--- config.mk ---
export PLATFORM = sky130hd
export DESIGN_NAME = matrix_operand_loader_flat
export DESIGN_NICKNAME = d
export VERILOG_FILES = /design/src/rtl/matrix_operand_loader_if.sv /design/src/rtl/matrix_operand_loader.sv /design/src/flat_wrapper.sv
export SDC_FILE = /design/constraint.sdc
export NUM_CORES = 1
export LEC_CHECK = 0
export ABC_AREA = 1
export BUFFER_PORTS_ARGS = -buffer_cell sky130_fd_sc_hd__buf_2
export CORE_MARGIN = 2
export CORE_UTILIZATION = 35
export CTS_CLUSTER_DIAMETER = 50
export DETAILED_ROUTE_END_ITERATION = 7
export GPL_ROUTABILITY_DRIVEN = 0
export GPL_TIMING_DRIVEN = 1
export SLEW_MARGIN = 20
export SYNTH_ARGS = -nofsm -noshare
export SYNTH_HDL_FRONTEND = slang
export SYNTH_SLANG_ARGS = --single-unit
--- constraint.sdc ---
create_clock -name clk -period 1.3 [get_ports clk]
set_input_delay 0.13 -clock clk [delete_from_list [all_inputs] [get_ports clk]]
set_output_delay 0.13 -clock clk [all_outputs]
set_load 0.02 [all_outputs]
--- src/rtl/matrix_operand_loader_if.sv ---
// Serial element stream in, parallel 2x2 operand pair out.
// slave = loader side, master = source/consumer side.
interface matrix_operand_loader_if #(
  parameter int ELEM_W = 4
);
  logic [ELEM_W-1:0] in_data;
  logic              in_valid;
  logic              in_ready;
  logic [ELEM_W-1:0] a00, a01, a10, a11;
  logic [ELEM_W-1:0] b00, b01, b10, b11;
  logic              out_valid;
  logic              out_ready;
  logic [3:0]        fill_cnt;

  modport slave (
    input  in_data, in_valid, out_ready,
    output in_ready, a00, a01, a10, a11, b00, b01, b10, b11, out_valid, fill_cnt
  );

  modport master (
    output in_data, in_valid, out_ready,
    input  in_ready, a00, a01, a10, a11, b00, b01, b10, b11, out_valid, fill_cnt
  );
endinterface

--- src/rtl/matrix_operand_loader.sv ---
// Collects eight signed elements (a00..a11, b00..b11) one per beat and holds them
// stable for the matrix multiplier until the out handshake completes.
//
// state  | meaning
// S_LOAD | collecting elements, in_ready high unless rst/flush
// S_FULL | complete set presented, out_valid high, input stalled
module matrix_operand_loader #(
  parameter int ELEM_W = 4
) (
  input  logic clk,
  input  logic rst,
  input  logic flush,
  matrix_operand_loader_if.slave bus
);

  typedef enum logic {
    S_LOAD = 1'b0,
    S_FULL = 1'b1
  } state_t;

  state_t            state_q;
  state_t            state_d;
  logic [ELEM_W-1:0] elem_q [8];
  logic [3:0]        fill_q;
  logic              in_ready_c;
  logic              out_valid_c;
  logic              accept;
  logic              handoff;

  // The low three bits of the fill count double as the write index.
  assign accept  = bus.in_valid & in_ready_c;
  assign handoff = out_valid_c & bus.out_ready & ~flush;

  always_ff @(posedge clk) begin
    if (rst) begin
      state_q <= S_LOAD;
    end else begin
      state_q <= state_d;
    end
  end

  always_comb begin
    state_d = state_q;
    if (flush) begin
      state_d = S_LOAD;
    end else begin
      case (state_q)
        S_LOAD:  if (accept && (fill_q[2:0] == 3'd7)) state_d = S_FULL;
        S_FULL:  if (bus.out_ready) state_d = S_LOAD;
        default: state_d = S_LOAD;
      endcase
    end
  end

  always_comb begin
    in_ready_c  = 1'b0;
    out_valid_c = 1'b0;
    case (state_q)
      S_LOAD:  in_ready_c  = ~rst & ~flush;
      S_FULL:  out_valid_c = 1'b1;
      default: in_ready_c  = 1'b0;
    endcase
  end

  // Operand storage is never cleared by flush or handoff; old values linger
  // until overwritten by the next set.
  always_ff @(posedge clk) begin
    if (rst) begin
      fill_q <= 4'd0;
      for (int i = 0; i < 8; i++) begin
        elem_q[i] <= '0;
      end
    end else if (flush || handoff) begin
      fill_q <= 4'd0;
    end else if (accept) begin
      elem_q[fill_q[2:0]] <= bus.in_data;
      fill_q              <= fill_q + 4'd1;
    end
  end

  assign bus.in_ready  = in_ready_c;
  assign bus.out_valid = out_valid_c;
  assign bus.fill_cnt  = fill_q;
  assign bus.a00 = elem_q[0];
  assign bus.a01 = elem_q[1];
  assign bus.a10 = elem_q[2];
  assign bus.a11 = elem_q[3];
  assign bus.b00 = elem_q[4];
  assign bus.b01 = elem_q[5];
  assign bus.b10 = elem_q[6];
  assign bus.b11 = elem_q[7];

endmodule

--- src/flat_wrapper.sv ---
// flat-port wrapper written by rule: the top's interface ports become plain ports
module matrix_operand_loader_flat 
#(
  parameter int ELEM_W = 4
)
  (clk, rst, flush, bus_in_data, bus_in_valid, bus_out_ready, bus_in_ready, bus_a00, bus_a01, bus_a10, bus_a11, bus_b00, bus_b01, bus_b10, bus_b11, bus_out_valid, bus_fill_cnt);
  matrix_operand_loader_if #(.ELEM_W(ELEM_W)) bus_i ();
  input  logic clk;
  input  logic rst;
  input  logic flush;
  input wire logic [$bits(bus_i.in_data)-1:0] bus_in_data;
  input wire logic [$bits(bus_i.in_valid)-1:0] bus_in_valid;
  input wire logic [$bits(bus_i.out_ready)-1:0] bus_out_ready;
  output wire logic [$bits(bus_i.in_ready)-1:0] bus_in_ready;
  output wire logic [$bits(bus_i.a00)-1:0] bus_a00;
  output wire logic [$bits(bus_i.a01)-1:0] bus_a01;
  output wire logic [$bits(bus_i.a10)-1:0] bus_a10;
  output wire logic [$bits(bus_i.a11)-1:0] bus_a11;
  output wire logic [$bits(bus_i.b00)-1:0] bus_b00;
  output wire logic [$bits(bus_i.b01)-1:0] bus_b01;
  output wire logic [$bits(bus_i.b10)-1:0] bus_b10;
  output wire logic [$bits(bus_i.b11)-1:0] bus_b11;
  output wire logic [$bits(bus_i.out_valid)-1:0] bus_out_valid;
  output wire logic [$bits(bus_i.fill_cnt)-1:0] bus_fill_cnt;
  assign bus_i.in_data = bus_in_data;
  assign bus_i.in_valid = bus_in_valid;
  assign bus_i.out_ready = bus_out_ready;
  assign bus_in_ready = bus_i.in_ready;
  assign bus_a00 = bus_i.a00;
  assign bus_a01 = bus_i.a01;
  assign bus_a10 = bus_i.a10;
  assign bus_a11 = bus_i.a11;
  assign bus_b00 = bus_i.b00;
  assign bus_b01 = bus_i.b01;
  assign bus_b10 = bus_i.b10;
  assign bus_b11 = bus_i.b11;
  assign bus_out_valid = bus_i.out_valid;
  assign bus_fill_cnt = bus_i.fill_cnt;
  matrix_operand_loader #(.ELEM_W(ELEM_W)) u_core (.clk(clk), .rst(rst), .flush(flush), .bus(bus_i));
endmodule
==> reports/results.tsv <==
metric	value	unit
top_usage_layer	met2	
ant_nets	0	
ios	47	
arrival	1.24	ns
grt_max_degree	14	
synth_top_area_cell	edfxtp_1	
initial_core_util	36.7	%
vias	1081	
diodes	0	
yosysSeqAreaShare	71.3	%
antenna_found_initial	0	
drv_cap	0	
synth_top_area_share	64.5	%
yosys_warnings	0	
fin_skew	0.00908	ns
use_met2	19.6	%
cts_made_buffers	5	
power_leakage	0.941	nW
drive_above_1_share	42.3	%
place_area	1850	um2
fp.dieH	69.2	um
grt_pass1_wl	4730	um
cp.required	1.30	ns
wl	2970	um
relSlewSlack	72.3	%
finalHoldViolCount	0	
grt_util_met1	16.0	%
nets	204	
synth-simple-area-share	21.3	%
irDropWorstVdd	0.419	mV
critPathLaunchType	flop	
grtUsageTotal	12.8	%
hold_path_class	input pin to flop	
drt_pass1_iterations	4	
finalSetupViolCount	0	
max_freq	0.810	GHz
synth_xor_area_share	0	%
period_minus_slack	1.23	ns
ctsRootBufferMaster	clkbuf_8	
synth_top_family_by_area	simple AND/OR/NAND/NOR gates	
hold_buffers	0	
crit_fanout	6	
fillCellCount	386	
place_hpwl	2230	um
cts_num_sinks	37	
critPathKind	flop to flop	
drt_iter0_markers	103	
utilization	50.0	%
syn_nets	141	
placementRows	23	
cts_tree	done	
htree_levels	2	
synth.avg_cell_area	11.5	um2
port_buffers	46	
drc	0	
multi_input_area	388	um2
route.detailed.wl_per_inst	12.2	um
register_area	1070	um2
clkSlewWorstSetupHoldPaths	0.07	ns
synth.area.mux_share	0	%
stdcell_area	2030	um2
synth_compound_area_share	1.68	%
viasPerCell	4.43	
use_met3	5.96	%
ys_top_cells_by_area	edfxtp_1 65%, nor2_1 8.8%, dfxtp_1 6.7%	
syn-instance-count	130	
grt_overflow	0	
power_density	1350	nW/um2
die_area	4790	um2
end_kind	flop	
die_w	69.2	um
synthAdderAreaFrac	1.68	%
finalCritPeriodShare	94.9	%
grt_pass1_vias	1012	
synth_area	1490	um2
clock_latency	0.29	ns
ys_types	17	
worstMarginPinSlew	0.411	ns
areaGrowthSynthToFinish	36.3	%
ys_ff_latch	37	
core-area	4060	um2
cts_buffer_depth	2	
status	complete, no violations	
rsz0062_at_grt	true	
slew_viol_final	0	
-- registers in the layout, summed over array words and instances, names as in the netlist --
name,cells
u_core.elem_q,32
u_core.bus.fill_cnt,4
u_core.state_q,1
-- synthesized netlist by cell type, drive strengths merged --
| master | instances |
|---|---|
| nor2 | 38 |
| edfxtp | 32 |
| nand2 | 25 |
| inv | 16 |
| dfxtp | 5 |
| nand3 | 4 |
| o21ai | 3 |
| a21oi | 2 |
| ha | 2 |
| or2 | 2 |
| nand4 | 1 |
-- per-stage QoR --
step | setup TNS [ns] | setup WS (ns) | total power, mW | cells | hold slack (ns)
2_1_floorplan | 0 | 0.00477 | 1.50 | 130 | 0.300
3_3_place_gp | 0 | 0.0572 | 1.58 | 234 | 0.408
3_5_place_dp | 0 | 0.0174 | 1.58 | 234 | 0.420
4_1_cts | 0 | 0.0158 | 2.77 | 242 | 0.0972
5_1_grt | -0.132 | -0.0219 | 2.84 | 244 | 0.115
6_report | 0 | 0.0659 | 2.75 | 244 | 0.100
-- cell type report --
type	instances	share of cell area [%]
flip-flops and latches	37	52.8
well taps	50	3.08
repair buffers	56	15.3
inverters	16	2.96
clock inverters	3	3.39
multi-input cells	77	19.1
clock buffers	5	3.39
-- routing by layer --
| layer | vias to the layer above | wire length [um] |
|---|---|---|
| met4 | 0 | 35 |
| met3 | 4 | 238 |
| met2 | 48 | 1340 |
| met5 | - | 0 |
| met1 | 483 | 1360 |
| li1 | 546 | - |
-- where the power goes --
group | leakage [nW] | total, mW | internal, mW | switching, mW
registers | 0.373 | 1.34 | 1.33 | 0.0171
clock network | 0.0687 | 1.19 | 0.772 | 0.418
logic | 0.499 | 0.213 | 0.0616 | 0.151
total | 0.941 | 2.75 | 2.16 | 0.586
-- kinds of logic after synthesis --
group	after synthesis
flip-flops	37
AO/OA/AOI/OAI	5
AND/OR/NAND/NOR	70
buffers and inverters	16
adder cells (fa/ha/maj)	2
-- placed cells by master, fill, tap and decap left out, drive strengths merged, types with 2 or more instances in the layout --
cell    count
buf        55
nand3       4
o21ai       3
nor2       38
clkbuf      5
or2         2
edfxtp     32
dfxtp       5
bufinv      2
nand2      25
a21oi       2
inv        17
ha          2
-- critical path: stages (launching register included) --
cell and delay, ns:
dfxtp_2 0.33, inv_2 0.08, nand3_4 0.12, nor2_4 0.20, nand3_2 0.10, nand2_2 0.11
-- worst paths after layout --
path | from | to | slack (ns) | cells past startpoint
worst max-delay path | u_core.state_q | u_core.elem_q[6][2] | 0.07 | 5
worst min register to register | u_core.state_q | u_core.state_q | 0.48 | 2
worst max register to register | u_core.state_q | u_core.elem_q[6][2] | 0.07 | 5
worst min-delay path | bus_out_ready | u_core.state_q | 0.10 | 4
-- timing repair --
item | in CTS | in global routing
buffers inserted | 0 | 2
endpoints found under the setup margin | 0 | 47
resized for setup | 0 | 8
(Power assumes the default switching activity.)
